`config.mk`:
```
export PLATFORM = sky130hd
export DESIGN_NAME = host_uart_packet_tx
export DESIGN_NICKNAME = d
export VERILOG_FILES = /design/src/rtl/host_uart_pkg.sv /design/src/rtl/uart_tx_byte.sv /design/src/rtl/host_uart_packet_tx.sv
export SDC_FILE = /design/constraint.sdc
export NUM_CORES = 1
export LEC_CHECK = 0
export BUFFER_PORTS_ARGS = -buffer_cell sky130_fd_sc_hd__buf_4
export CORE_ASPECT_RATIO = 0.7
export CORE_MARGIN = 5
export CORE_UTILIZATION = 45
export DETAILED_ROUTE_END_ITERATION = 12
export HOLD_SLACK_MARGIN = 0.06
export MAX_ROUTING_LAYER = met4
export PLACE_DENSITY = 0.7
export SETUP_SLACK_MARGIN = 0.2
export SLEW_MARGIN = 15
export SYNTH_ARGS = -nofsm -noshare
export SYNTH_HDL_FRONTEND = slang
export SYNTH_HIERARCHICAL = 1
export SYNTH_SLANG_ARGS = --single-unit
```
`constraint.sdc`:
```
create_clock -name clk -period 2.9 [get_ports clk]
set_clock_uncertainty 0.05 [all_clocks]
set_input_delay 0.145 -clock clk [delete_from_list [all_inputs] [get_ports clk]]
set_output_delay 0.145 -clock clk [all_outputs]
set_load 0.03 [all_outputs]
```
`src/rtl/host_uart_pkg.sv`:
```
// Shared constants for the host UART response path: 8N1 frame values, packet
// size limit, response IDs and the byte-serialiser state encoding.
package host_uart_pkg;

    localparam logic START     = 1'b0;
    localparam logic STOP      = 1'b1;
    localparam int   DATA_BITS = 8;

    localparam int   MAX_BYTES = 32;

    localparam logic [15:0] ENCRYPT_ENABLE_RSP_ID  = 16'h1;
    localparam logic [15:0] READ_YAW_RSP_ID        = 16'h2;
    localparam logic [15:0] INVALID_COMMAND_RSP_ID = 16'h4;

    typedef enum logic [1:0] {
        S_IDLE,
        S_START_BIT,
        S_DATA_BITS,
        S_STOP_BIT
    } tx_state_e;

    // Byte k of a packet lives at bits [8k+7:8k].
    function automatic logic [7:0] packet_byte(input logic [8*MAX_BYTES-1:0] pkt,
                                               input logic [4:0]             idx);
        return pkt[{idx, 3'b000} +: 8];
    endfunction

endpackage

```
`src/rtl/uart_tx_byte.sv`:
```
// 8N1 byte serialiser. byte_ready is high in IDLE and in the last cycle of a
// stop bit, so a byte offered then starts its start bit with no idle gap.
module uart_tx_byte
    import host_uart_pkg::*;
#(
    parameter int unsigned CLKS_PER_BIT = 868
) (
    input  logic       clk,
    input  logic       reset,
    input  logic [7:0] byte_in,
    input  logic       byte_valid,
    output logic       byte_ready,
    output logic       tx
);

    localparam int unsigned       CNT_W    = (CLKS_PER_BIT > 1) ? $clog2(CLKS_PER_BIT) : 1;
    localparam logic [CNT_W-1:0]  CNT_LAST = CNT_W'(CLKS_PER_BIT - 1);
    localparam logic [2:0]        BIT_LAST = 3'(DATA_BITS - 1);

    tx_state_e        state_q, state_d;
    logic [CNT_W-1:0] cnt_q, cnt_d;
    logic [2:0]       bit_idx_q, bit_idx_d;
    logic [7:0]       shift_q, shift_d;
    logic             tx_q, tx_d;
    logic             bit_end;

    assign bit_end = (cnt_q == CNT_LAST);
    assign tx      = tx_q;

    always_ff @(posedge clk) begin
        if (reset) begin
            state_q   <= S_IDLE;
            cnt_q     <= '0;
            bit_idx_q <= '0;
            shift_q   <= '0;
            tx_q      <= STOP;
        end else begin
            state_q   <= state_d;
            cnt_q     <= cnt_d;
            bit_idx_q <= bit_idx_d;
            shift_q   <= shift_d;
            tx_q      <= tx_d;
        end
    end

    // tx_d is the line value for the state being entered, so tx is registered.
    always_comb begin
        state_d    = state_q;
        cnt_d      = cnt_q;
        bit_idx_d  = bit_idx_q;
        shift_d    = shift_q;
        tx_d       = tx_q;
        byte_ready = 1'b0;
        unique case (state_q)
            S_IDLE: begin
                byte_ready = 1'b1;
                tx_d       = STOP;
                if (byte_valid) begin
                    shift_d = byte_in;
                    cnt_d   = '0;
                    state_d = S_START_BIT;
                    tx_d    = START;
                end
            end
            S_START_BIT: begin
                if (bit_end) begin
                    cnt_d     = '0;
                    bit_idx_d = '0;
                    state_d   = S_DATA_BITS;
                    tx_d      = shift_q[0];
                end else begin
                    cnt_d = cnt_q + 1'b1;
                end
            end
            S_DATA_BITS: begin
                if (bit_end) begin
                    cnt_d = '0;
                    if (bit_idx_q == BIT_LAST) begin
                        state_d = S_STOP_BIT;
                        tx_d    = STOP;
                    end else begin
                        bit_idx_d = bit_idx_q + 1'b1;
                        shift_d   = {1'b0, shift_q[7:1]};
                        tx_d      = shift_q[1];
                    end
                end else begin
                    cnt_d = cnt_q + 1'b1;
                end
            end
            S_STOP_BIT: begin
                byte_ready = bit_end;
                if (bit_end) begin
                    cnt_d = '0;
                    if (byte_valid) begin
                        shift_d = byte_in;
                        state_d = S_START_BIT;
                        tx_d    = START;
                    end else begin
                        state_d = S_IDLE;
                        tx_d    = STOP;
                    end
                end else begin
                    cnt_d = cnt_q + 1'b1;
                end
            end
            default: begin
                state_d = S_IDLE;
                tx_d    = STOP;
            end
        endcase
    end

endmodule

```
`src/rtl/host_uart_packet_tx.sv`:
```
// Packet front end for the UART TX line: latches a packet, feeds its bytes to
// the serialiser back-to-back and reports busy, done and length errors.
module host_uart_packet_tx
    import host_uart_pkg::*;
#(
    parameter int unsigned CLKS_PER_BIT = 868
) (
    input  logic                   clk,
    input  logic                   reset,
    input  logic [8*MAX_BYTES-1:0] packet_data,
    input  logic [5:0]             packet_len,
    input  logic                   start,
    output logic                   busy,
    output logic                   done,
    output logic                   error,
    output logic                   tx
);

    localparam logic [5:0] MAX_LEN = 6'(MAX_BYTES);

    logic [8*MAX_BYTES-1:0] data_q, data_d;
    logic [5:0]             len_q, len_d;
    logic [4:0]             byte_idx_q, byte_idx_d;
    logic                   busy_q, busy_d;
    logic                   done_q, done_d;
    logic                   error_q, error_d;

    logic       len_ok;
    logic       accept;
    logic       last_byte;
    logic       byte_end;
    logic       byte_ready;
    logic       byte_valid;
    logic [7:0] byte_in;

    assign len_ok    = (packet_len != 6'd0) && (packet_len <= MAX_LEN);
    assign accept    = !busy_q && start && len_ok;
    assign last_byte = ({1'b0, byte_idx_q} == (len_q - 6'd1));
    // While busy, byte_ready only rises in the final cycle of a stop bit.
    assign byte_end  = busy_q && byte_ready;

    // The first byte bypasses the latch so tx falls on the accepting edge.
    assign byte_valid = accept || (byte_end && !last_byte);
    assign byte_in    = busy_q ? packet_byte(data_q, byte_idx_q + 5'd1) : packet_data[7:0];

    assign busy  = busy_q;
    assign done  = done_q;
    assign error = error_q;

    uart_tx_byte #(
        .CLKS_PER_BIT(CLKS_PER_BIT)
    ) u_tx_byte (
        .clk       (clk),
        .reset     (reset),
        .byte_in   (byte_in),
        .byte_valid(byte_valid),
        .byte_ready(byte_ready),
        .tx        (tx)
    );

    always_comb begin
        data_d     = data_q;
        len_d      = len_q;
        byte_idx_d = byte_idx_q;
        busy_d     = busy_q;
        done_d     = 1'b0;
        error_d    = 1'b0;
        if (!busy_q) begin
            if (start) begin
                if (len_ok) begin
                    data_d     = packet_data;
                    len_d      = packet_len;
                    byte_idx_d = '0;
                    busy_d     = 1'b1;
                end else begin
                    error_d = 1'b1;
                end
            end
        end else if (byte_end) begin
            if (last_byte) begin
                busy_d = 1'b0;
                done_d = 1'b1;
            end else begin
                byte_idx_d = byte_idx_q + 5'd1;
            end
        end
    end

    always_ff @(posedge clk) begin
        if (reset) begin
            data_q     <= '0;
            len_q      <= '0;
            byte_idx_q <= '0;
            busy_q     <= 1'b0;
            done_q     <= 1'b0;
            error_q    <= 1'b0;
        end else begin
            data_q     <= data_d;
            len_q      <= len_d;
            byte_idx_q <= byte_idx_d;
            busy_q     <= busy_d;
            done_q     <= done_d;
            error_q    <= error_d;
        end
    end

endmodule

```
==> run metrics <==
routability congestion estimate=0.8914; total global-route track usage=27.62%; maximum clock rate=0.3745 GHz; clock root buffer=sky130_fd_sc_hd__clkbuf_16; setup violators final=0; vias per inst=5.478; setup TNS=0 ns; RSZ-0062 raised after global routing=yes; initial antenna violation count=3; number of distinct library cell variants in the gate-level netlist after synthesis=56; pwr/cell area=577.9 nW/um^2; worst slew margin relative to its limit=40.63%; highest fanout seen on the critical path=6; post-synthesis cell area=13120 sq um; top-area cell type share of the netlist area=44.86%; Remaining DRCs=0; final critical path time including I/O delays and setup=2.670 ns; wire length of the first global-routing pass=72060 um; category of the worst setup path launch point=flip-flop; overall die area=32720 sq um; insertion delay of the later-clocked pin in the worst-skew pair=0.57 ns; starting utilization of the core area=45.52%; H-tree levels=1; Cells after Synth=1561; fill cell total of the finished layout=2173; TritonCTS clock tree=yes; count of vias placed by the detailed router=13440; die outline width=214.1 um; average size of a mapped cell=8.404 sq um; remaining global-route overflow=0; net count after synthesis=1836; CTS Buffer Depth=3; number of clock sinks=294; Nets=2323; router iterations before antenna repair=5; pre-CTS worst setup slack=0.08195 ns; flip-flop and latch count after synthesis=294; max-slew violation count=0; final worst path period share=92.08%; Async S/R FF share, synth=0%; actual transition at the worst max-transition pin=0.8906 ns; cell type with the highest aggregate area in the netlist=sky130_fd_sc_hd__dfxtp_1; remaining antenna violation count after routing=0; most used flip-flop cell after synthesis=sky130_fd_sc_hd__dfxtp_1; critical path capture point type=flip-flop; Syn. warnings=6; proportion of layout cells with a drive suffix above 1=22.69%; Std-Cell Rows=52; synthesis-to-finish area growth=47.05%; critical path start-end classification=reg -> reg; clock-pin transition on the worst setup and hold timing paths=0.07 ns; Leakage Power=7.391 nW; count of buffers from port buffering=268; area of the core=28820 sq um; post-detailed-placement half-perimeter wirelength=28270 um; count of flip-flops with a built-in enable after synthesis=0; part of the Yosys area used for sequential elements=44.86%; Final WS setup=0.2298 ns; pin count of the biggest net entering global routing=208; run status=complete, no violations; worst hold-check path type=in -> reg; max_cap viols=0; CP Data Arrival Time=3.06 ns; Worst Path Required=3.29 ns; routed len/inst=18.98 um; # IOs=269; post-detailed-routing wire length=46570 um; top cells by area in the synthesized netlist=sky130_fd_sc_hd__dfxtp_1 45%, sky130_fd_sc_hd__nand2_1 17%, sky130_fd_sc_hd__mux4_2 11%, sky130_fd_sc_hd__a21oi_1 11%, sky130_fd_sc_hd__buf_2 2.0%; TritonCTS Buffers=29; Max IR drop VDD=0.0004193 V; chip height=152.9 um; hold violation count in the final report=0; initial drt markers=1181; vias in the first global route=13420
[repair_timing]
item	in CTS	in global routing
setup buffers	0	9
hold buffers	265	0
gates resized for setup	5	15
setup endpoints to repair	3	74
endpoints found under the hold margin	268	0
cloned	0	5
pin swaps	1	13
[Yosys cell counts, drive strengths merged (2+ instances only)]
cell and n:
or2 2, o31a 2, nand4 14, inv 13
nor3 5, xor2 10, buf 78, a32oi 8
a22o 2, ha 10, a311oi 9, clkbuf 44
o21ai 23, mux2 2, dfxtp 294, a41o 2
nand3 26, mux2i 15, nor2 16, nand2b 11
or4 2, and3 3, a211oi 2, xnor2 4
or3 7, nand2 588, nor2b 6, nor3b 3
mux4 64, a21oi 282
[final timing paths]
path,startpoint,to,slack (ns),cells past startpoint
max,len_q[1],u_tx_byte/cnt_q[3],0.23,10
max reg2reg,len_q[1],u_tx_byte/cnt_q[3],0.23,10
min reg2reg,data_q[4],data_q[4],0.40,2
min,reset,byte_idx_q[1],0.23,2
[registers in the layout (all words and copies together) (netlist names)]
name,count
busy,1
byte_idx_q,5
data_q,256
done,1
error,1
len_q,6
u_tx_byte/bit_idx_q,3
u_tx_byte/cnt_q,10
u_tx_byte/shift_q,8
u_tx_byte/state_q,2
u_tx_byte/tx,1
[cell usage in the layout (no fill, tap or decap), drive strengths merged, types with 2 or more instances in the layout]
master	count
clkinvlp	2
a21oi	282
xor2	10
nor2b	6
dlygate4sd3	265
nand2	588
xnor2	4
nand2b	11
a211oi	2
a311oi	9
bufinv	5
or4	2
nor2	16
dfxtp	294
nand4	14
a22o	2
and3	3
a32oi	8
nor3b	3
o31a	2
inv	14
mux2	2
nor3	5
buf	308
or3	7
a41o	2
mux4	64
clkbuf	41
mux2i	15
diode	5
clkinv	9
o21ai	23
nand3	26
or2	3
ha	10
[layout make-up]
type                    instances  area (sq um)  share of cell area [%]
flip-flops and latches        294          5901                   30.59
multi-input cells            1133          6646                   34.45
repair buffers                577          5174                   26.82
well taps                     378         473.0                   2.452
clock buffers                  37         805.8                   4.177
inverters                      13         48.80                  0.2530
clock inverters                17         230.2                   1.193
diodes                          5         12.51                 0.06486
[power breakdown]
group / internal, mW / switching, mW / leakage, nW
Sequential: 4.30 / 0.164 / 2.40
Clock: 2.42 / 1.66 / 0.513
Combinational: 1.30 / 1.30 / 4.48
[layer usage]
layer	GRT usage, %	up-vias	routed length (um)
met5	-	-	0
met4	6.990	0	1165
met3	4.844	95	3639
met2	43.66	627	21520
met1	37.32	6441	20250
li1	-	6281	-
[metrics by stage]
stage               cells  util, %  hold WS (ns)  total power, mW  cell area [sq um]
finish               2454    66.93        0.2323            11.15              19290
global route         2452    66.91        0.2805            11.58              19290
CTS                  2435    66.17        0.2301            10.99              19070
detailed placement   2116    53.27        0.3492            6.629              15350
global placement     2116    53.27        0.3447            6.602              15350
floorplan            1561        -        0.2310            5.903              13150
[worst max-delay path: stages (launching register included)]
cell and delay (ns):
sky130_fd_sc_hd__dfxtp_2 0.33, sky130_fd_sc_hd__or3_4 0.39, sky130_fd_sc_hd__o31a_1 0.32, sky130_fd_sc_hd__a311oi_4 0.35, sky130_fd_sc_hd__a21oi_2 0.13, sky130_fd_sc_hd__or2_4 0.28
sky130_fd_sc_hd__nand2b_4 0.18, sky130_fd_sc_hd__buf_6 0.14, sky130_fd_sc_hd__nand4_1 0.08, sky130_fd_sc_hd__xor2_1 0.20, sky130_fd_sc_hd__nor2_1 0.08
[kinds of logic (layout without fill, tap and decap cells)]
group                    Yosys count  in the layout  synth area share [%]
AO/OA/AOI/OAI                    340            340                 14.33
XOR/XNOR                          14             14                0.9346
adder cells (fa/ha/maj)           10             10                0.9537
buffers and inverters            135            644                 5.417
flip-flops                       294            294                 44.86
multiplexers                      81             81                 12.30
other                              0              5                     0
AND/OR/NAND/NOR                  687            688                 21.20
(Power assumes the default switching activity.)
